$ cat config.mk
export PLATFORM = sky130hd
export DESIGN_NAME = song_sequencer_flat
export DESIGN_NICKNAME = d
export VERILOG_FILES = /design/src/rtl/song_sequencer_if.sv /design/src/rtl/song_sequencer.sv /design/src/flat_wrapper.sv
export SDC_FILE = /design/constraint.sdc
export NUM_CORES = 1
export LEC_CHECK = 0
export CAP_MARGIN = 20
export CORE_MARGIN = 4
export CORE_UTILIZATION = 53
export DETAILED_ROUTE_END_ITERATION = 7
export PLACE_DENSITY = 0.78
export SYNTH_ARGS = -nofsm -noshare
export SYNTH_HDL_FRONTEND = slang
export SYNTH_SLANG_ARGS = --single-unit
$ cat constraint.sdc
create_clock -name CLK -period 4.45 [get_ports CLK]
set_clock_uncertainty 0.1 [all_clocks]
set_input_delay 0.89 -clock CLK [delete_from_list [all_inputs] [get_ports CLK]]
set_output_delay 0.89 -clock CLK [all_outputs]
set_load 0.02 [all_outputs]
$ cat src/rtl/song_sequencer_if.sv
// -----------------------------------------------------------------------------
// song_sequencer_if
// Bundles the board-side controls of the song sequencer and the results it
// hands to the tone divider and the LED / 7-segment display logic.
//
//   ODETOJOY_AUTO, DOREMI_AUTO,
//   ODETOJOY, DOREMI   : asynchronous song-mode request levels
//   sw[7:0]            : asynchronous piano switches, sw[7] = C .. sw[0] = C'
//   note_code[3:0]     : 0 = rest, 1..8 = C..C'
//   note_valid         : tone enable
//   mode[2:0]          : 0 FREE, 1 AUTO_ODE, 2 AUTO_DRM, 3 GUIDE_ODE, 4 GUIDE_DRM
//   expect_led[7:0]    : one-hot switch the player should press next (guided)
//   step[4:0]          : current song ROM index
//   hits, misses[7:0]  : guided-mode score counters
//   song_done          : one-cycle pulse when a song completes
//
// master : the sequencer (consumes controls, produces results)
// slave  : the board side (drives controls, consumes results)
// -----------------------------------------------------------------------------
interface song_sequencer_if;
    logic       ODETOJOY_AUTO;
    logic       DOREMI_AUTO;
    logic       ODETOJOY;
    logic       DOREMI;
    logic [7:0] sw;
    logic [3:0] note_code;
    logic       note_valid;
    logic [2:0] mode;
    logic [7:0] expect_led;
    logic [4:0] step;
    logic [7:0] hits;
    logic [7:0] misses;
    logic       song_done;

    modport master (
        input  ODETOJOY_AUTO, DOREMI_AUTO, ODETOJOY, DOREMI, sw,
        output note_code, note_valid, mode, expect_led, step, hits, misses, song_done
    );

    modport slave (
        output ODETOJOY_AUTO, DOREMI_AUTO, ODETOJOY, DOREMI, sw,
        input  note_code, note_valid, mode, expect_led, step, hits, misses, song_done
    );
endinterface

$ cat src/rtl/song_sequencer.sv
// -----------------------------------------------------------------------------
// song_sequencer
// Mode controller and note scheduler in front of the piano tone generator.
// Debounces the four song-mode requests, arbitrates between them and selects
// the note source: switches (FREE), beat-timed song ROM (AUTO) or one ROM step
// per correct key press (GUIDE). All outputs are registered.
//
// Parameters:
//   BEAT_DIV : clock cycles per auto-play beat (>= 4)
//   GAP      : silent cycles at the end of each beat (< BEAT_DIV)
//   DEBOUNCE : consecutive samples needed to accept a new request level
//
// Ports:
//   CLK     : system clock, rising edge
//   RESET_N : asynchronous active-low reset
//   bus     : song_sequencer_if.master (requests, switches and all results)
// -----------------------------------------------------------------------------
module song_sequencer #(
    parameter int BEAT_DIV = 25000000,
    parameter int GAP      = 2500000,
    parameter int DEBOUNCE = 4
) (
    input  logic              CLK,
    input  logic              RESET_N,
    song_sequencer_if.master  bus
);

    typedef enum logic [2:0] {
        FREE      = 3'd0,
        AUTO_ODE  = 3'd1,
        AUTO_DRM  = 3'd2,
        GUIDE_ODE = 3'd3,
        GUIDE_DRM = 3'd4
    } mode_t;

    localparam int BC_W = $clog2(BEAT_DIV);
    localparam int DB_W = $clog2(DEBOUNCE + 1);

    localparam logic [BC_W-1:0] BC_LAST = BC_W'(BEAT_DIV - 1);
    localparam logic [BC_W-1:0] BC_ON   = BC_W'(BEAT_DIV - GAP);
    localparam logic [DB_W-1:0] DB_LAST = DB_W'(DEBOUNCE - 1);

    // Request bit positions, ordered so that a higher index has higher priority.
    localparam int REQ_ODE_AUTO = 3;
    localparam int REQ_DRM_AUTO = 2;
    localparam int REQ_ODE      = 1;
    localparam int REQ_DRM      = 0;

    logic [3:0]           req_meta, req_sync;
    logic [7:0]           sw_meta, sw_sync, sw_prev;
    logic                 press_q;
    logic [3:0]           press_code_q;

    logic [3:0]           deb_q, deb_next, rise, fall;
    logic [3:0][DB_W-1:0] cnt_q, cnt_next;

    mode_t                mode_q, mode_next;
    logic [4:0]           step_q, step_next;
    logic [BC_W-1:0]      bc_q, bc_next;
    logic [7:0]           hits_q, hits_next;
    logic [7:0]           misses_q, misses_next;

    logic [3:0]           note_q, note_next;
    logic                 valid_q, valid_next;
    logic [7:0]           expect_q, expect_next;
    logic                 done_q, done_next;

    logic                 entering;
    logic                 at_last;
    logic [3:0]           cur_note;
    logic [1:0]           own_idx;

    function automatic logic [3:0] ode_note(input logic [4:0] idx);
        case (idx)
            5'd0:  ode_note = 4'd3;  5'd1:  ode_note = 4'd3;
            5'd2:  ode_note = 4'd4;  5'd3:  ode_note = 4'd5;
            5'd4:  ode_note = 4'd5;  5'd5:  ode_note = 4'd4;
            5'd6:  ode_note = 4'd3;  5'd7:  ode_note = 4'd2;
            5'd8:  ode_note = 4'd1;  5'd9:  ode_note = 4'd1;
            5'd10: ode_note = 4'd2;  5'd11: ode_note = 4'd3;
            5'd12: ode_note = 4'd3;  5'd13: ode_note = 4'd2;
            5'd14: ode_note = 4'd2;  5'd15: ode_note = 4'd3;
            5'd16: ode_note = 4'd3;  5'd17: ode_note = 4'd4;
            5'd18: ode_note = 4'd5;  5'd19: ode_note = 4'd5;
            5'd20: ode_note = 4'd4;  5'd21: ode_note = 4'd3;
            5'd22: ode_note = 4'd2;  5'd23: ode_note = 4'd1;
            5'd24: ode_note = 4'd1;  5'd25: ode_note = 4'd2;
            5'd26: ode_note = 4'd3;  5'd27: ode_note = 4'd2;
            5'd28: ode_note = 4'd1;  5'd29: ode_note = 4'd1;
            default: ode_note = 4'd0;
        endcase
    endfunction

    function automatic logic [3:0] drm_note(input logic [4:0] idx);
        case (idx)
            5'd0:  drm_note = 4'd1;  5'd1:  drm_note = 4'd2;
            5'd2:  drm_note = 4'd3;  5'd3:  drm_note = 4'd4;
            5'd4:  drm_note = 4'd5;  5'd5:  drm_note = 4'd6;
            5'd6:  drm_note = 4'd7;  5'd7:  drm_note = 4'd8;
            5'd8:  drm_note = 4'd8;  5'd9:  drm_note = 4'd7;
            5'd10: drm_note = 4'd6;  5'd11: drm_note = 4'd5;
            5'd12: drm_note = 4'd4;  5'd13: drm_note = 4'd3;
            5'd14: drm_note = 4'd2;  5'd15: drm_note = 4'd1;
            default: drm_note = 4'd0;
        endcase
    endfunction

    function automatic logic is_ode(input mode_t m);
        is_ode = (m == AUTO_ODE) || (m == GUIDE_ODE);
    endfunction

    function automatic logic is_auto(input mode_t m);
        is_auto = (m == AUTO_ODE) || (m == AUTO_DRM);
    endfunction

    function automatic logic is_guide(input mode_t m);
        is_guide = (m == GUIDE_ODE) || (m == GUIDE_DRM);
    endfunction

    function automatic logic [3:0] song_note(input mode_t m, input logic [4:0] idx);
        song_note = is_ode(m) ? ode_note(idx) : drm_note(idx);
    endfunction

    function automatic logic [4:0] song_last(input mode_t m);
        song_last = is_ode(m) ? 5'd29 : 5'd15;
    endfunction

    // Later (higher) switches overwrite earlier ones, so sw[7] wins.
    function automatic logic [3:0] decode_sw(input logic [7:0] s);
        decode_sw = 4'd0;
        for (int i = 0; i < 8; i++) begin
            if (s[i]) decode_sw = 4'(8 - i);
        end
    endfunction

    function automatic logic [7:0] note_onehot(input logic [3:0] note);
        logic [3:0] sh;
        sh          = 4'd8 - note;
        note_onehot = 8'd1 << sh;
    endfunction

    function automatic logic [7:0] sat_inc(input logic [7:0] v);
        sat_inc = (v == 8'hFF) ? v : v + 8'd1;
    endfunction

    // A debounced level flips on the sample that completes DEBOUNCE
    // consecutive disagreeing samples; rise/fall are taken from that same
    // next value so the mode reacts on the edge the level is accepted.
    always_comb begin
        deb_next = deb_q;
        cnt_next = '0;
        for (int i = 0; i < 4; i++) begin
            if (req_sync[i] != deb_q[i]) begin
                if (cnt_q[i] == DB_LAST) begin
                    deb_next[i] = req_sync[i];
                end else begin
                    cnt_next[i] = cnt_q[i] + 1'b1;
                end
            end
        end
    end

    assign rise = deb_next & ~deb_q;
    assign fall = deb_q & ~deb_next;

    always_comb begin
        case (mode_q)
            AUTO_ODE:  own_idx = 2'(REQ_ODE_AUTO);
            AUTO_DRM:  own_idx = 2'(REQ_DRM_AUTO);
            GUIDE_ODE: own_idx = 2'(REQ_ODE);
            default:   own_idx = 2'(REQ_DRM);
        endcase
    end

    // Mode FSM next-state and output-register inputs.
    always_comb begin
        mode_next   = mode_q;
        step_next   = step_q;
        bc_next     = bc_q;
        hits_next   = hits_q;
        misses_next = misses_q;
        done_next   = 1'b0;
        entering    = 1'b0;
        cur_note    = song_note(mode_q, step_q);
        at_last     = (step_q == song_last(mode_q));

        case (mode_q)
            FREE: begin
                if (rise[REQ_ODE_AUTO])      mode_next = AUTO_ODE;
                else if (rise[REQ_DRM_AUTO]) mode_next = AUTO_DRM;
                else if (rise[REQ_ODE])      mode_next = GUIDE_ODE;
                else if (rise[REQ_DRM])      mode_next = GUIDE_DRM;
                if (rise != 4'd0) begin
                    entering    = 1'b1;
                    step_next   = 5'd0;
                    bc_next     = '0;
                    hits_next   = 8'd0;
                    misses_next = 8'd0;
                end
            end
            AUTO_ODE, AUTO_DRM: begin
                if (fall[own_idx]) begin
                    mode_next = FREE;
                end else if (bc_q == BC_LAST) begin
                    bc_next = '0;
                    if (at_last) begin
                        mode_next = FREE;
                        done_next = 1'b1;
                    end else begin
                        step_next = step_q + 5'd1;
                    end
                end else begin
                    bc_next = bc_q + 1'b1;
                end
            end
            GUIDE_ODE, GUIDE_DRM: begin
                if (fall[own_idx]) begin
                    mode_next = FREE;
                end else if (press_q) begin
                    if (press_code_q == cur_note) begin
                        hits_next = sat_inc(hits_q);
                        if (at_last) begin
                            mode_next = FREE;
                            done_next = 1'b1;
                        end else begin
                            step_next = step_q + 5'd1;
                        end
                    end else begin
                        misses_next = sat_inc(misses_q);
                    end
                end
            end
            default: mode_next = FREE;
        endcase

        // The audible note is registered from the state before the edge, so
        // an auto song starts silent on ROM[0] and sounds one edge later.
        note_next  = decode_sw(sw_sync);
        valid_next = (sw_sync != 8'd0);
        if (entering && is_auto(mode_next)) begin
            note_next  = song_note(mode_next, 5'd0);
            valid_next = 1'b0;
        end else if (is_auto(mode_q)) begin
            note_next  = cur_note;
            valid_next = (bc_q < BC_ON);
        end

        expect_next = 8'd0;
        if (is_guide(mode_next)) begin
            expect_next = note_onehot(song_note(mode_next, step_next));
        end
    end

    // Input synchronisers, debounce counters and press detection.
    always_ff @(posedge CLK or negedge RESET_N) begin
        if (!RESET_N) begin
            req_meta     <= '0;
            req_sync     <= '0;
            sw_meta      <= '0;
            sw_sync      <= '0;
            sw_prev      <= '0;
            press_q      <= 1'b0;
            press_code_q <= '0;
            deb_q        <= '0;
            cnt_q        <= '0;
        end else begin
            req_meta     <= {bus.ODETOJOY_AUTO, bus.DOREMI_AUTO, bus.ODETOJOY, bus.DOREMI};
            req_sync     <= req_meta;
            sw_meta      <= bus.sw;
            sw_sync      <= sw_meta;
            sw_prev      <= sw_sync;
            press_q      <= (sw_prev == 8'd0) && (sw_sync != 8'd0);
            press_code_q <= decode_sw(sw_sync);
            deb_q        <= deb_next;
            cnt_q        <= cnt_next;
        end
    end

    // Mode state, song position, scores and registered outputs.
    always_ff @(posedge CLK or negedge RESET_N) begin
        if (!RESET_N) begin
            mode_q   <= FREE;
            step_q   <= '0;
            bc_q     <= '0;
            hits_q   <= '0;
            misses_q <= '0;
            note_q   <= '0;
            valid_q  <= 1'b0;
            expect_q <= '0;
            done_q   <= 1'b0;
        end else begin
            mode_q   <= mode_next;
            step_q   <= step_next;
            bc_q     <= bc_next;
            hits_q   <= hits_next;
            misses_q <= misses_next;
            note_q   <= note_next;
            valid_q  <= valid_next;
            expect_q <= expect_next;
            done_q   <= done_next;
        end
    end

    assign bus.note_code  = note_q;
    assign bus.note_valid = valid_q;
    assign bus.mode       = mode_q;
    assign bus.expect_led = expect_q;
    assign bus.step       = step_q;
    assign bus.hits       = hits_q;
    assign bus.misses     = misses_q;
    assign bus.song_done  = done_q;

endmodule

$ cat src/flat_wrapper.sv
// flat-port wrapper written by rule: the top's interface ports become plain ports
module song_sequencer_flat 
#(
    parameter int BEAT_DIV = 25000000,
    parameter int GAP      = 2500000,
    parameter int DEBOUNCE = 4
)
  (CLK, RESET_N, bus_ODETOJOY_AUTO, bus_DOREMI_AUTO, bus_ODETOJOY, bus_DOREMI, bus_sw, bus_note_code, bus_note_valid, bus_mode, bus_expect_led, bus_step, bus_hits, bus_misses, bus_song_done);
  song_sequencer_if bus_i ();
  input  logic CLK;
  input  logic RESET_N;
  input wire logic [$bits(bus_i.ODETOJOY_AUTO)-1:0] bus_ODETOJOY_AUTO;
  input wire logic [$bits(bus_i.DOREMI_AUTO)-1:0] bus_DOREMI_AUTO;
  input wire logic [$bits(bus_i.ODETOJOY)-1:0] bus_ODETOJOY;
  input wire logic [$bits(bus_i.DOREMI)-1:0] bus_DOREMI;
  input wire logic [$bits(bus_i.sw)-1:0] bus_sw;
  output wire logic [$bits(bus_i.note_code)-1:0] bus_note_code;
  output wire logic [$bits(bus_i.note_valid)-1:0] bus_note_valid;
  output wire logic [$bits(bus_i.mode)-1:0] bus_mode;
  output wire logic [$bits(bus_i.expect_led)-1:0] bus_expect_led;
  output wire logic [$bits(bus_i.step)-1:0] bus_step;
  output wire logic [$bits(bus_i.hits)-1:0] bus_hits;
  output wire logic [$bits(bus_i.misses)-1:0] bus_misses;
  output wire logic [$bits(bus_i.song_done)-1:0] bus_song_done;
  assign bus_i.ODETOJOY_AUTO = bus_ODETOJOY_AUTO;
  assign bus_i.DOREMI_AUTO = bus_DOREMI_AUTO;
  assign bus_i.ODETOJOY = bus_ODETOJOY;
  assign bus_i.DOREMI = bus_DOREMI;
  assign bus_i.sw = bus_sw;
  assign bus_note_code = bus_i.note_code;
  assign bus_note_valid = bus_i.note_valid;
  assign bus_mode = bus_i.mode;
  assign bus_expect_led = bus_i.expect_led;
  assign bus_step = bus_i.step;
  assign bus_hits = bus_i.hits;
  assign bus_misses = bus_i.misses;
  assign bus_song_done = bus_i.song_done;
  song_sequencer #(.BEAT_DIV(BEAT_DIV), .GAP(GAP), .DEBOUNCE(DEBOUNCE)) u_core (.CLK(CLK), .RESET_N(RESET_N), .bus(bus_i));
endmodule
# Yosys cells after proc, flatten, opt, wreduce, memory -nomap -nowiden
# Memory sizes are Yosys's and may differ from the RTL's.
# Index checks and enable logic that the tools add are counted.
dict set report totals {
  register_bits 116
  latch_bits 0
  ram_bits 0
  romBits 320
  in_bits 14
  mem_count 4
}
dict set report op_classes {
  addsub 9
  multipliers 0
  div 0
  n_lt_le_gt_ge 2
  eq_ne 29
  n_shift 1
  n_mux 83
  bitwise 4
  reduce_logical 18
}
# memory depth width read_ports rd_clocked_by_memory_dff wr line
set mem_list {}
lappend mem_list {{(name not given)} 32 3 1 0 0 song_sequencer.sv:74} ;# case (idx)
lappend mem_list {{(name not given)} 32 3 1 0 0 song_sequencer.sv:74}
lappend mem_list {{(name not given)} 16 4 1 0 0 song_sequencer.sv:95} ;# case (idx)
lappend mem_list {{(name not given)} 16 4 1 0 0 song_sequencer.sv:95}
# operator count
set ops {}
lappend ops {{8-bit two-way mux} 10}
lappend ops {{25-bit two-way mux} 3}
lappend ops {{4-bit two-way mux} 16}
lappend ops {{3-bit two-way mux} 18}
lappend ops {{25-bit one-hot mux with 2 select lines} 1}
lappend ops {{5-bit two-way mux} 8}
lappend ops {{8-bit one-hot mux with 2 select lines} 2}
lappend ops {{25-bit by 1-bit adder with 25-bit output (second input constant)} 1}
lappend ops {{25-bit equality test (second input constant)} 1}
lappend ops {{25-bit < comparator (second input constant)} 1}
lappend ops {{3-bit by 2-bit equality test with 1-bit output (second input constant)} 8}
lappend ops {{1-bit two-way mux} 19}
lappend ops {{8-bit by 1-bit adder with 8-bit output (second input constant)} 2}
lappend ops {{8-bit equality test (second input constant)} 2}
lappend ops {{5-bit one-hot mux with 3 select lines} 1}
lappend ops {{3-bit by 1-bit adder with 3-bit output (second input constant)} 4}
lappend ops {{6-bit AND reduction} 2}
lappend ops {{2-bit != test (second input constant)} 5}
lappend ops {{3-bit one-hot mux with 3 select lines} 1}
lappend ops {{4-bit AND} 2}
lappend ops {{8-bit logical NOT} 1}
lappend ops {{4-bit NOT} 2}
lappend ops {{8-bit nonzero test} 1}
lappend ops {{1-bit by 4-bit << shifter with 8-bit output (first input constant)} 1}
lappend ops {{other kinds (20)} 34}

# Longest topological paths before layout
# Gate-level depths: netlist (run 1).
dict set report depth {
  word_depth 16
  mapped_depth 18
}

# Least setup slack after synthesis (run 1)
# OpenSTA, ideal clock, no wires.
dict set report synth_path {
  path_type {register to register}
  start {register u_core.step_q[2], in the netlist u_core.bus.step[2]}
  end {register u_core.expect_q[5], in the netlist u_core.bus.expect_led[5]}
  arrival_ps 4506
  slack_ps -244
  stages_incl_launch_ff 19
  path_buffers 2
  period_less_slack_ps 4694
  path_cell_list {dfrtp_1 -> buf_4 -> inv_2 -> ha_1 -> mux2_1 -> or3_1 -> o311ai_2 -> xor2_1 -> nor4_2 -> buf_6 -> o21ai_2 -> a22oi_1 -> inv_1 -> ha_1 -> nand2_1 -> mux2_4 -> o311a_1 -> or4b_4 -> nor3b_1}
}
dict set report synth_between {
  elab_chain_cells 15
  elab_cells_between_ends 36
  classes_between {add/sub (2); eq/ne (5); shift (1); mux (22); reduce/logical (2); memory (4)}
}
# item line
set synth_lines {}
lappend synth_lines {{start: declaration} song_sequencer.sv:58} ;# logic [4:0] step_q, step_next;
lappend synth_lines {{start signal: assignment} song_sequencer.sv:293} ;# step_q <= step_next;
lappend synth_lines {{memory 16 x 4 bit} --}
lappend synth_lines {{4-bit two-way mux} song_sequencer.sv:95}
lappend synth_lines {{4-bit two-way mux} song_sequencer.sv:121} ;# song_note = is_ode(m) ? ode_note(idx) : drm_note(idx);
lappend synth_lines {{4-bit equality test} song_sequencer.sv:220} ;# if (press_code_q == cur_note) begin
lappend synth_lines {{5-bit two-way mux} song_sequencer.sv:220}
lappend synth_lines {{5-bit two-way mux} song_sequencer.sv:219} ;# end else if (press_q) begin
lappend synth_lines {{5-bit two-way mux} song_sequencer.sv:217} ;# if (fall[own_idx]) begin
lappend synth_lines {{5-bit one-hot mux with 3 select lines (*)} song_sequencer.sv:187} ;# case (mode_q)
lappend synth_lines {{net u_core.step_next[1]} song_sequencer.sv:58}
lappend synth_lines {{memory 16 x 4 bit} --}
lappend synth_lines {{4-bit two-way mux} song_sequencer.sv:95}
lappend synth_lines {{4-bit two-way mux} song_sequencer.sv:249} ;# if (is_guide(mode_next)) begin
lappend synth_lines {{4-bit two-way mux (*)} song_sequencer.sv:121}
lappend synth_lines {{4-bit subtractor (*)} song_sequencer.sv:138} ;# sh = 4'd8 - note;
lappend synth_lines {{1-bit by 4-bit << shifter with 8-bit output (*)} song_sequencer.sv:139} ;# note_onehot = 8'd1 << sh;
lappend synth_lines {{8-bit two-way mux (*)} song_sequencer.sv:249}
lappend synth_lines {{net u_core.expect_next[5]} song_sequencer.sv:65} ;# logic [7:0] expect_q, expect_next;
lappend synth_lines {{end signal: assignment} song_sequencer.sv:299} ;# expect_q <= expect_next;
lappend synth_lines {{end: declaration} song_sequencer.sv:65}
# Mark *: on every way through the listed nets, which the timed path passes. The rest lies on a longest branch. The select of a mux whose other input is x is not followed.
# A chain may end at the register's enable or synchronous reset.

# Final worst setup path (run 1)
dict set report layout_path {
  start {register u_core.step_q[1], in the netlist u_core.bus.step[1]}
  end {register u_core.expect_q[1], in the netlist u_core.bus.expect_led[1]}
}
# Same word-level chain as after synthesis.

==> impl_metrics.json, run 1 <==
{
  "ys_ff_latch": 116,
  "synth_top_cell_area_share_pct": 47.9,
  "core_region_area_um2": 11000,
  "n_antenna_cell": 0,
  "power.share.clock_pct": 43.3,
  "routabilityCongestion": 0.959,
  "worstMarginPinSlew_ps": 840,
  "ys.flop_type": "dfrtp_1",
  "cp-end-kind": "flip-flop",
  "rows": 38,
  "fin_util_pct": 67.9,
  "cts_tree": "done",
  "clock_latency_ps": 410,
  "dieArea_um2": 13200,
  "rr_worst_depth": 16,
  "postSynthCellCount": 602,
  "hp-class": "flip-flop to flip-flop",
  "grt_overflow": 0,
  "totalWireLength_um": 14000,
  "endpoint": "u_core.bus.expect_led[1]$_DFF_PN0_",
  "dr.first_iter.drc_count": 332,
  "vdd.ir_drop.worst_mv": 0.479,
  "synth_edf_count": 0,
  "pwr-share-comb_pct": 20.1,
  "r2r-end": "u_core.bus.expect_led[1]$_DFF_PN0_",
  "yosysMostFrequentCell": "dfrtp_1",
  "cp_cell_sequence": "inv_1, ha_1, mux2_1, or3_1, o311ai_2, xor2_2, nor4_4, buf_4, and2_1, o221ai_2, inv_1, ha_1, o41ai_1, a21oi_1, or4b_4, nor3b_1",
  "numCtsBuffers": 17,
  "drive_gt1_share_pct": 13.3,
  "synth_area_per_cell_um2": 10.1,
  "cts_sinks": 116,
  "drc": 0,
  "io_pins": 52,
  "cp-start-kind": "flip-flop",
  "final_cell_count_no_fill": 833,
  "vias": 4919,
  "p_seq_share_pct": 36.6,
  "min_period_ps": 4260,
  "antenna_found_initial": 0,
  "io_buffers": 51,
  "crit_arrival_ps": 4490,
  "hold_viol": 0,
  "cts.htree.levels": 4,
  "clockRootBuffer": "clkbuf_16",
  "clkTransAtPathRegs_ps": 60,
  "cap_violations": 0,
  "crit_fanout": 6,
  "grt_usage_pct": 22.3,
  "power.density_nw_per_um2": 438,
  "fin_crit_sh_pct": 95.7,
  "syn_to_final_growth_pct": 23.5,
  "grt_pass1_wl_um": 23400,
  "viasPerCell": 5.91,
  "hold_ws_ps": 247,
  "r2r_start": "u_core.bus.step[1]$_DFF_PN0_",
  "dr.pass1.iters": 6,
  "die-height_um": 115,
  "synthArstFlopShare_pct": 100,
  "cpPeakStageDelay_ps": 570,
  "drv_slew": 0,
  "nNetsFinal": 717,
  "synth_area_um2": 6060,
  "dp_slack_ps": 50.8,
  "die_w_um": 115,
  "wl_per_cell_um": 16.8,
  "synth.distinct_cells": 74,
  "yosysTopAreaCell": "dfrtp_1",
  "grt_pass1_vias": 4877,
  "rrSetupSlack_ps": 190,
  "yosys-top-cells-area": "dfrtp_1 (48%), ha_1 (4.7%), nor2_1 (3.6%), nand2_1 (3.5%), o21ai_0 (3.0%)",
  "grt_max_degree": 69,
  "startpoint": "u_core.bus.step[1]$_DFF_PN0_",
  "start_util_pct": 55.0,
  "p_sw_share_pct": 29.6,
  "dp_cells": 800,
  "path_class": "flip-flop to flip-flop",
  "p_sw_mw": 0.970,
  "cts.path.max_buffers": 2,
  "hpwl_um": 9960,
  "status": "finished clean",
  "yosys_warnings": 0,
  "timing.final.ws_setup_ps": 194,
  "synthTopCellsByCount": "dfrtp_1 (116), nor2_1 (58), nand2_1 (56)",
  "max_freq_ghz": 0.235,
  "syn_nets": 639,
  "power.leakage_nw": 3.36,
  "holdBufCountCts": 0,
  "max_slew_margin_pct": 43.8,
  "ant_nets": 0,
  "power.internal_mw": 2.31,
  "ys_seq_area_share_pct": 47.9,
  "required_ps": 4680,
  "cp_slowest_cell": "or4b_4",
  "finalSetupViolCount": 0
}
==> cells by family (layout without fill, tap and decap cells) <==
logic type | Yosys count | after routing | share of synthesized area [%]
flip-flops | 116 | 116 | 47.9
adder cells (fa/ha/maj) | 23 | 23 | 4.75
buffers and inverters | 34 | 125 | 2.93
AND/OR/NAND/NOR | 259 | 259 | 23.3
multiplexers | 19 | 19 | 3.38
AO/OA/AOI/OAI | 128 | 128 | 14.5
XOR/XNOR | 23 | 23 | 3.32
==> cells in the final DEF (no fill, tap or decap), types with 14 or more instances in the layout <==
| master | n |
|---|---|
| buf_4 | 28 |
| nand3_1 | 16 |
| ha_1 | 23 |
| nor2_1 | 58 |
| xor2_1 | 14 |
| nor3_1 | 20 |
| clkdlybuf4s50_1 | 50 |
| a21oi_1 | 32 |
| clkbuf_16 | 17 |
| dfrtp_1 | 114 |
| o21ai_0 | 36 |
| nand2_1 | 56 |
==> power by group through the flow <==
stage	clock [mW]	sequential, mW	combinational, mW
floorplan	0	1.23	0.415
global placement	0	1.21	0.622
detailed placement	0	1.22	0.636
CTS	1.44	1.20	0.649
global route	1.49	1.21	0.733
finish	1.42	1.20	0.659
==> final cells by class <==
| cell class | instances | area, um^2 |
|---|---|---|
| Fill cell | 835 | 3540 |
| Multi-Input combinational cell | 452 | 3020 |
| Sequential cell | 116 | 2910 |
| Timing Repair Buffer | 78 | 711 |
| Clock buffer | 19 | 453 |
| Tap cell | 140 | 175 |
| Clock inverter | 13 | 171 |
| Inverter | 15 | 56.3 |
==> worst min-delay path by stage <==
stage               slack (ps)                            to  cells after the start                    startpoint
floorplan                  230  u_core.req_sync[0]$_DFF_PN0_                      0  u_core.req_meta[0]$_DFF_PN0_
global placement           230  u_core.req_sync[0]$_DFF_PN0_                      0  u_core.req_meta[0]$_DFF_PN0_
detailed placement         240   u_core.sw_sync[5]$_DFF_PN0_                      0   u_core.sw_meta[5]$_DFF_PN0_
CTS                        250   u_core.sw_sync[5]$_DFF_PN0_                      0   u_core.sw_meta[5]$_DFF_PN0_
global route               250   u_core.sw_sync[3]$_DFF_PN0_                      0   u_core.sw_meta[3]$_DFF_PN0_
finish                     250   u_core.sw_sync[5]$_DFF_PN0_                      0   u_core.sw_meta[5]$_DFF_PN0_
==> worst max-delay path: cells and delay by family (launching register included) <==
| family | cells | cell delay, ps |
|---|---|---|
| muxes | 1 | 270 |
| AOI/OAI and AO/OA | 4 | 850 |
| DFF | 1 | 400 |
| buffers and inverters | 3 | 470 |
| adders and majority gates | 2 | 500 |
| and+or+nand+nor | 5 | 1320 |
| xor gates and xnor gates | 1 | 240 |
==> flip-flops by register name, summed over array words and instances, names as in the netlist <==
| register | cells |
|---|---|
| u_core.bc_q | 25 |
| u_core.bus.song_done | 1 |
| u_core.bus.misses | 8 |
| u_core.sw_sync | 8 |
| u_core.cnt_q | 12 |
| u_core.req_meta | 4 |
| u_core.press_q | 1 |
| u_core.sw_prev | 8 |
| u_core.deb_q | 4 |
| u_core.sw_meta | 8 |
| u_core.bus.step | 5 |
| u_core.press_code_q | 4 |
| u_core.bus.note_valid | 1 |
| u_core.req_sync | 4 |
| u_core.bus.hits | 8 |
| u_core.bus.expect_led | 8 |
| u_core.bus.mode | 3 |
| u_core.bus.note_code | 4 |
==> layer usage <==
layer  wire [um]  track usage [%]  part of all wire, %  vias up
met5           0                0                    0        -
met4         216             7.82                  1.5        0
met3         675             5.05                  4.8       24
met2        6760             36.0                   48      136
met1        6350             29.9                   45     2422
li1            -                -                    -     2337
==> per-stage QoR <==
step	power, mW	TNS, ps	cell area [um^2]
after floorplan	1.64	0	6070
after CTS	3.29	0	7450
after global routing	3.44	-22.2	7490
after global placement	1.83	0	6830
after detailed placement	1.85	0	6830
final	3.28	0	7490
==> what timing repair did <==
action,4_1_cts,5_1_grt
hold endpoints to repair,0,0
buffers inserted,0,1
endpoints found under the setup margin,0,8
gates resized for setup,0,4
No activity file was read; power rests on OpenSTA's default activity.
==> run 2, diff against run 1 <==
--- a/config.mk
+++ b/config.mk
@@ -6,10 +6,12 @@
 export NUM_CORES = 1
 export LEC_CHECK = 0
 export CAP_MARGIN = 20
+export CELL_PAD_IN_SITES_DETAIL_PLACEMENT = 1
+export CELL_PAD_IN_SITES_GLOBAL_PLACEMENT = 2
 export CORE_MARGIN = 4
-export CORE_UTILIZATION = 53
+export CORE_UTILIZATION = 34
 export DETAILED_ROUTE_END_ITERATION = 7
-export PLACE_DENSITY = 0.78
+export PLACE_DENSITY = 0.77
 export SYNTH_ARGS = -nofsm -noshare
 export SYNTH_HDL_FRONTEND = slang
 export SYNTH_SLANG_ARGS = --single-unit
==> constraint.sdc (replaced) <==
create_clock -name CLK -period 3.8 [get_ports CLK]
set_clock_uncertainty 0.1 [all_clocks]
set_input_delay 0.76 -clock CLK [delete_from_list [all_inputs] [get_ports CLK]]
set_output_delay 0.76 -clock CLK [all_outputs]
set_load 0.02 [all_outputs]
==> impl_metrics.json, run 2 (synthesized netlist as in run 1, its figures left out) <==
{
  "viasPerCell": 5.21,
  "drive_gt1_share_pct": 29.1,
  "wl_per_cell_um": 17.3,
  "cpPeakStageDelay_ps": 540,
  "dieArea_um2": 20000,
  "path_class": "flip-flop to flip-flop",
  "power.share.clock_pct": 41.1,
  "worstMarginPinSlew_ps": 746,
  "vias": 5226,
  "hold_viol": 0,
  "power.internal_mw": 2.91,
  "rsz0062_at_grt": "true",
  "io_buffers": 51,
  "hp-class": "flip-flop to flip-flop",
  "p_sw_share_pct": 30.1,
  "cp-start-kind": "flip-flop",
  "start_util_pct": 34.8,
  "max_freq_ghz": 0.247,
  "cts_sinks": 116,
  "totalWireLength_um": 17300,
  "setup_tns_ps": -1050,
  "dr.first_iter.drc_count": 239,
  "rrSetupSlack_ps": -250,
  "io_pins": 52,
  "p_total_mw": 4.15,
  "cap_violations": 0,
  "dpl_cell_area_um2": 7600,
  "cts.path.max_buffers": 2,
  "vdd.ir_drop.worst_mv": 0.402,
  "crit_arrival_ps": 4280,
  "largestRegisters": "u_core.bc_q (25), u_core.cnt_q (12)",
  "min_period_ps": 4050,
  "required_ps": 4040,
  "core_region_area_um2": 17400,
  "cts.htree.levels": 4,
  "power.leakage_nw": 3.86,
  "numCtsBuffers": 17,
  "status": "finished with violations",
  "clockRootBuffer": "clkbuf_16",
  "routabilityCongestion": 0.848,
  "cp_slowest_cell": "or4b_4",
  "die-height_um": 142,
  "grt_pass1_wl_um": 29000,
  "grt_overflow": 0,
  "largest_reg_flops": 25,
  "finish.instance_area_um2": 8590,
  "power.density_nw_per_um2": 484,
  "n_antenna_cell": 0,
  "layout_common_cells": "dfrtp_1 (113), buf_4 (110), nor2_1 (56), nand2_1 (54), clkdlybuf4s50_1 (50)",
  "syn_to_final_growth_pct": 41.7,
  "timing.final.ws_setup_ps": -248,
  "rows": 48,
  "die_w_um": 142,
  "finalSetupViolCount": 7,
  "grt_usage_pct": 17.9,
  "cp-end-kind": "flip-flop",
  "clock_latency_ps": 420,
  "antenna_found_initial": 0,
  "max_slew_margin_pct": 50.2,
  "p_seq_share_pct": 33.9,
  "cts_tree": "done",
  "hpwl_um": 12500,
  "pwr-share-comb_pct": 25.0,
  "drv_slew": 0,
  "crit_fanout": 6,
  "largest_register": "u_core.bc_q",
  "p_sw_mw": 1.25,
  "clkTransAtPathRegs_ps": 60,
  "grt_max_degree": 56,
  "grt_pass1_vias": 5746,
  "drc": 0,
  "dr.pass1.iters": 4,
  "fin_crit_sh_pct": 107,
  "ant_nets": 0,
  "violations": "setup timing",
  "final_common_cell": "dfrtp_1",
  "holdBufCountCts": 0,
  "nNetsFinal": 804,
  "cp_cell_sequence": "inv_2, ha_4, mux2_4, or3_4, o311ai_4, xor2_2, nor4_4, buf_6, a31o_4, a22oi_2, inv_2, ha_4, nand2_2, mux2_4, o311a_4, or4b_4, nor3b_2"
}
run 2: changes by cell type in the layout (fill, tap and decap cells not counted), sizes merged:
cell | before | now
clkinvlp | 2 | 4
bufinv | 3 | 4
clkbuf | 19 | 17
clkinv | 5 | 3
buf | 28 | 115
run 2: final cells by class:
type	instances	area [um^2]
clock buffers	17	425
clock inverters	14	203
fillers	1941	8820
inverters	15	58.8
multi-input cells	452	3330
flip-flops and latches	116	2910
well taps	225	282
repair buffers	165	1390
run 2: final timing paths:
path                            cells past startpoint                    startpoint                            endpoint
worst max-delay path                               17  u_core.bus.step[1]$_DFF_PN0_  u_core.bus.expect_led[1]$_DFF_PN0_
worst min register to register                      0  u_core.req_meta[3]$_DFF_PN0_        u_core.req_sync[3]$_DFF_PN0_
max in group asynchronous                           2                       RESET_N          u_core.bc_q[1]$_DFFE_PN0P_
min in group asynchronous                           1                       RESET_N        u_core.req_meta[1]$_DFF_PN0_
worst min-delay path                                0  u_core.req_meta[3]$_DFF_PN0_        u_core.req_sync[3]$_DFF_PN0_
worst max register to register                     17  u_core.bus.step[1]$_DFF_PN0_  u_core.bus.expect_led[1]$_DFF_PN0_
run 2: critical path: cells and delay by family (launching register included):
kind / cells / cell delay (ps)
compound gates: 4 / 670
xor+xnor: 1 / 240
fa+ha+maj: 2 / 490
buf+inv: 3 / 320
flops: 1 / 410
mux: 2 / 550
simple gates: 5 / 1190
run 2: per-stage QoR:
stage          std cells  util, %  hold slack, ps  worst slack [ps]
6_report            1004     49.3             247              -248
5_1_grt             1004     49.3             257              -409
4_1_cts             1000     48.3             249              -219
3_5_place_dp         964     43.6             236              -416
3_3_place_gp         964     43.6             234              -248
2_1_floorplan        602        -             231              -466
run 2: power by group through the flow:
stage | Sequential, mW | Clock, mW | Combinational (mW)
floorplan | 1.44 | 0 | 0.497
global placement | 1.42 | 0 | 0.927
detailed placement | 1.43 | 0 | 0.963
CTS | 1.41 | 1.75 | 1.01
global route | 1.42 | 1.81 | 1.14
finish | 1.41 | 1.71 | 1.04
run 2: what timing repair did:
action	4_1_cts	5_1_grt
setup buffers	6	4
pin swaps	8	12
setup endpoints to repair	8	9
resized for setup	27	32
run 2: per-layer routing:
layer	track usage (%)	wire, um
met1	23.3	8020
met2	30.3	8670
met3	3.00	358
met4	6.36	295
met5	0	0
==> run 3, diff against run 2 <==
--- a/config.mk
+++ b/config.mk
@@ -15,3 +15,4 @@
 export SYNTH_ARGS = -nofsm -noshare
 export SYNTH_HDL_FRONTEND = slang
 export SYNTH_SLANG_ARGS = --single-unit
+export TNS_END_PERCENT = 30
==> constraint.sdc (replaced) <==
create_clock -name CLK -period 3.8 [get_ports CLK]
set_clock_uncertainty 0.1 [all_clocks]
set_input_delay 0.76 -clock CLK [delete_from_list [all_inputs] [get_ports CLK]]
set_output_delay 0.76 -clock CLK [all_outputs]
set_load 0.1 [all_outputs]
==> impl_metrics.json, run 3 (synthesized netlist as in run 1, its figures left out) <==
{
  "hpwl_um": 12700,
  "core_region_area_um2": 17400,
  "ant_nets": 0,
  "busiest_layer": "met2",
  "cp_cell_sequence": "inv_4, ha_4, mux2_4, or3_4, o311ai_4, xor2_2, buf_4, buf_4, o41ai_1, and2_1, inv_2, or3_1, or4b_1, and3_1, nor3_1",
  "cts.htree.levels": 4,
  "drc": 0,
  "syn_to_final_growth_pct": 39.5,
  "max_slew_margin_pct": 33.4,
  "path_class": "flip-flop to flip-flop",
  "rows": 48,
  "vias": 5257,
  "violations": "setup timing",
  "die-height_um": 142,
  "cp-start-kind": "flip-flop",
  "grt_max_degree": 61,
  "grt_pass1_wl_um": 28800,
  "cp-end-kind": "flip-flop",
  "cts.path.max_buffers": 2,
  "fin_crit_sh_pct": 110,
  "io_pins": 52,
  "grt_use_met1_pct": 23.0,
  "start_util_pct": 34.8,
  "vdd.ir_drop.worst_mv": 0.357,
  "hold_viol": 0,
  "numCtsBuffers": 17,
  "routabilityCongestion": 0.860,
  "p_total_mw": 4.12,
  "layout_common_cells": "buf_4 (123), dfrtp_1 (111), nor2_1 (56), nand2_1 (54), clkdlybuf4s50_1 (44)",
  "grt_overflow": 0,
  "required_ps": 4020,
  "finalSetupViolCount": 8,
  "dieArea_um2": 20000,
  "antenna_found_initial": 0,
  "cts_tree": "done",
  "crit_fanout": 4,
  "status": "finished with violations",
  "power.leakage_nw": 3.86,
  "hp-class": "flip-flop to flip-flop",
  "io_buffers": 51,
  "setup_tns_ps": -2490,
  "min_period_ps": 4190,
  "cpPeakStageDelay_ps": 550,
  "worstMarginPinSlew_ps": 995,
  "max_freq_ghz": 0.239,
  "nNetsFinal": 811,
  "crit_path_frequent_cell": "buf_4",
  "crit_buf_inv": 4,
  "grt_usage_pct": 17.9,
  "dr.first_iter.drc_count": 224,
  "crit_arrival_ps": 4400,
  "path_delay_family": "simple AND/OR/NAND/NOR gates",
  "clkTransAtPathRegs_ps": 60,
  "wl_per_cell_um": 17.0,
  "cts_sinks": 116,
  "dr.pass1.iters": 4,
  "use_met3_pct": 3.44,
  "viasPerCell": 5.19,
  "largestRegisters": "u_core.bc_q (25), u_core.cnt_q (12)",
  "cap_violations": 0,
  "clock_latency_ps": 420,
  "largest_reg_flops": 25,
  "power.density_nw_per_um2": 487,
  "timing.final.ws_setup_ps": -388,
  "totalWireLength_um": 17200,
  "grtUsageMet2_pct": 30.9,
  "clockRootBuffer": "clkbuf_16",
  "die_w_um": 142,
  "cp_slowest_cell": "or4b_1",
  "n_antenna_cell": 0,
  "drv_slew": 0,
  "rsz0062_at_grt": "true",
  "hold_ws_ps": 246,
  "final_common_cell": "buf_4",
  "dp_slack_ps": -504,
  "drive_gt1_share_pct": 28.6,
  "grt_pass1_vias": 5634,
  "largest_register": "u_core.bc_q"
}
[run 3: power breakdown]
group	total [mW]	internal [mW]	switching (mW)
sequential	1.40	1.34	0.0617
combinational	1.15	0.464	0.691
clock	1.56	0.935	0.628
total	4.12	2.74	1.38
[run 3: area by class of cell]
class                           count  area, um^2
Tap cell                          225         282
Inverter                           15        61.3
Clock inverter                     14         139
Timing Repair Buffer              172        1430
Fill cell                        1965        8960
Multi-Input combinational cell    452        3190
Sequential cell                   116        2920
Clock buffer                       18         439
[run 3: per-stage QoR]
| stage | std cells | utilization, % | area (um^2) |
|---|---|---|---|
| floorplan | 602 | - | 6160 |
| global placement | 973 | 44.1 | 7670 |
| detailed placement | 973 | 44.1 | 7670 |
| CTS | 1010 | 48.2 | 8400 |
| global route | 1012 | 48.6 | 8460 |
| finish | 1012 | 48.6 | 8460 |
[run 3: worst paths after layout]
kind                                               from                                  to  slack, ps  cells past startpoint
max                        u_core.bus.step[1]$_DFF_PN0_  u_core.bus.expect_led[4]$_DFF_PN0_       -390                     15
min                         u_core.sw_meta[7]$_DFF_PN0_         u_core.sw_sync[7]$_DFF_PN0_        250                      0
max reg2reg                u_core.bus.step[1]$_DFF_PN0_  u_core.bus.expect_led[4]$_DFF_PN0_       -390                     15
min reg2reg                 u_core.sw_meta[7]$_DFF_PN0_         u_core.sw_sync[7]$_DFF_PN0_        250                      0
max in group asynchronous                       RESET_N           u_core.cnt_q[9]$_DFF_PN0_       2470                      2
min in group asynchronous                       RESET_N    u_core.bus.misses[3]$_DFFE_PN0P_        350                      1
[run 3: what timing repair did]
action,in CTS,in global routing
resized for setup,18,12
pin swaps,13,11
endpoints found under the setup margin,8,15
buffers inserted,5,2
hold buffers,0,0
[run 3: metal layers]
layer  up-vias  share of wire, %
met3         7               3.0
met1      2653                45
li1       2522                 -
met2        75                51
met4         0              0.67
met5         -                 0
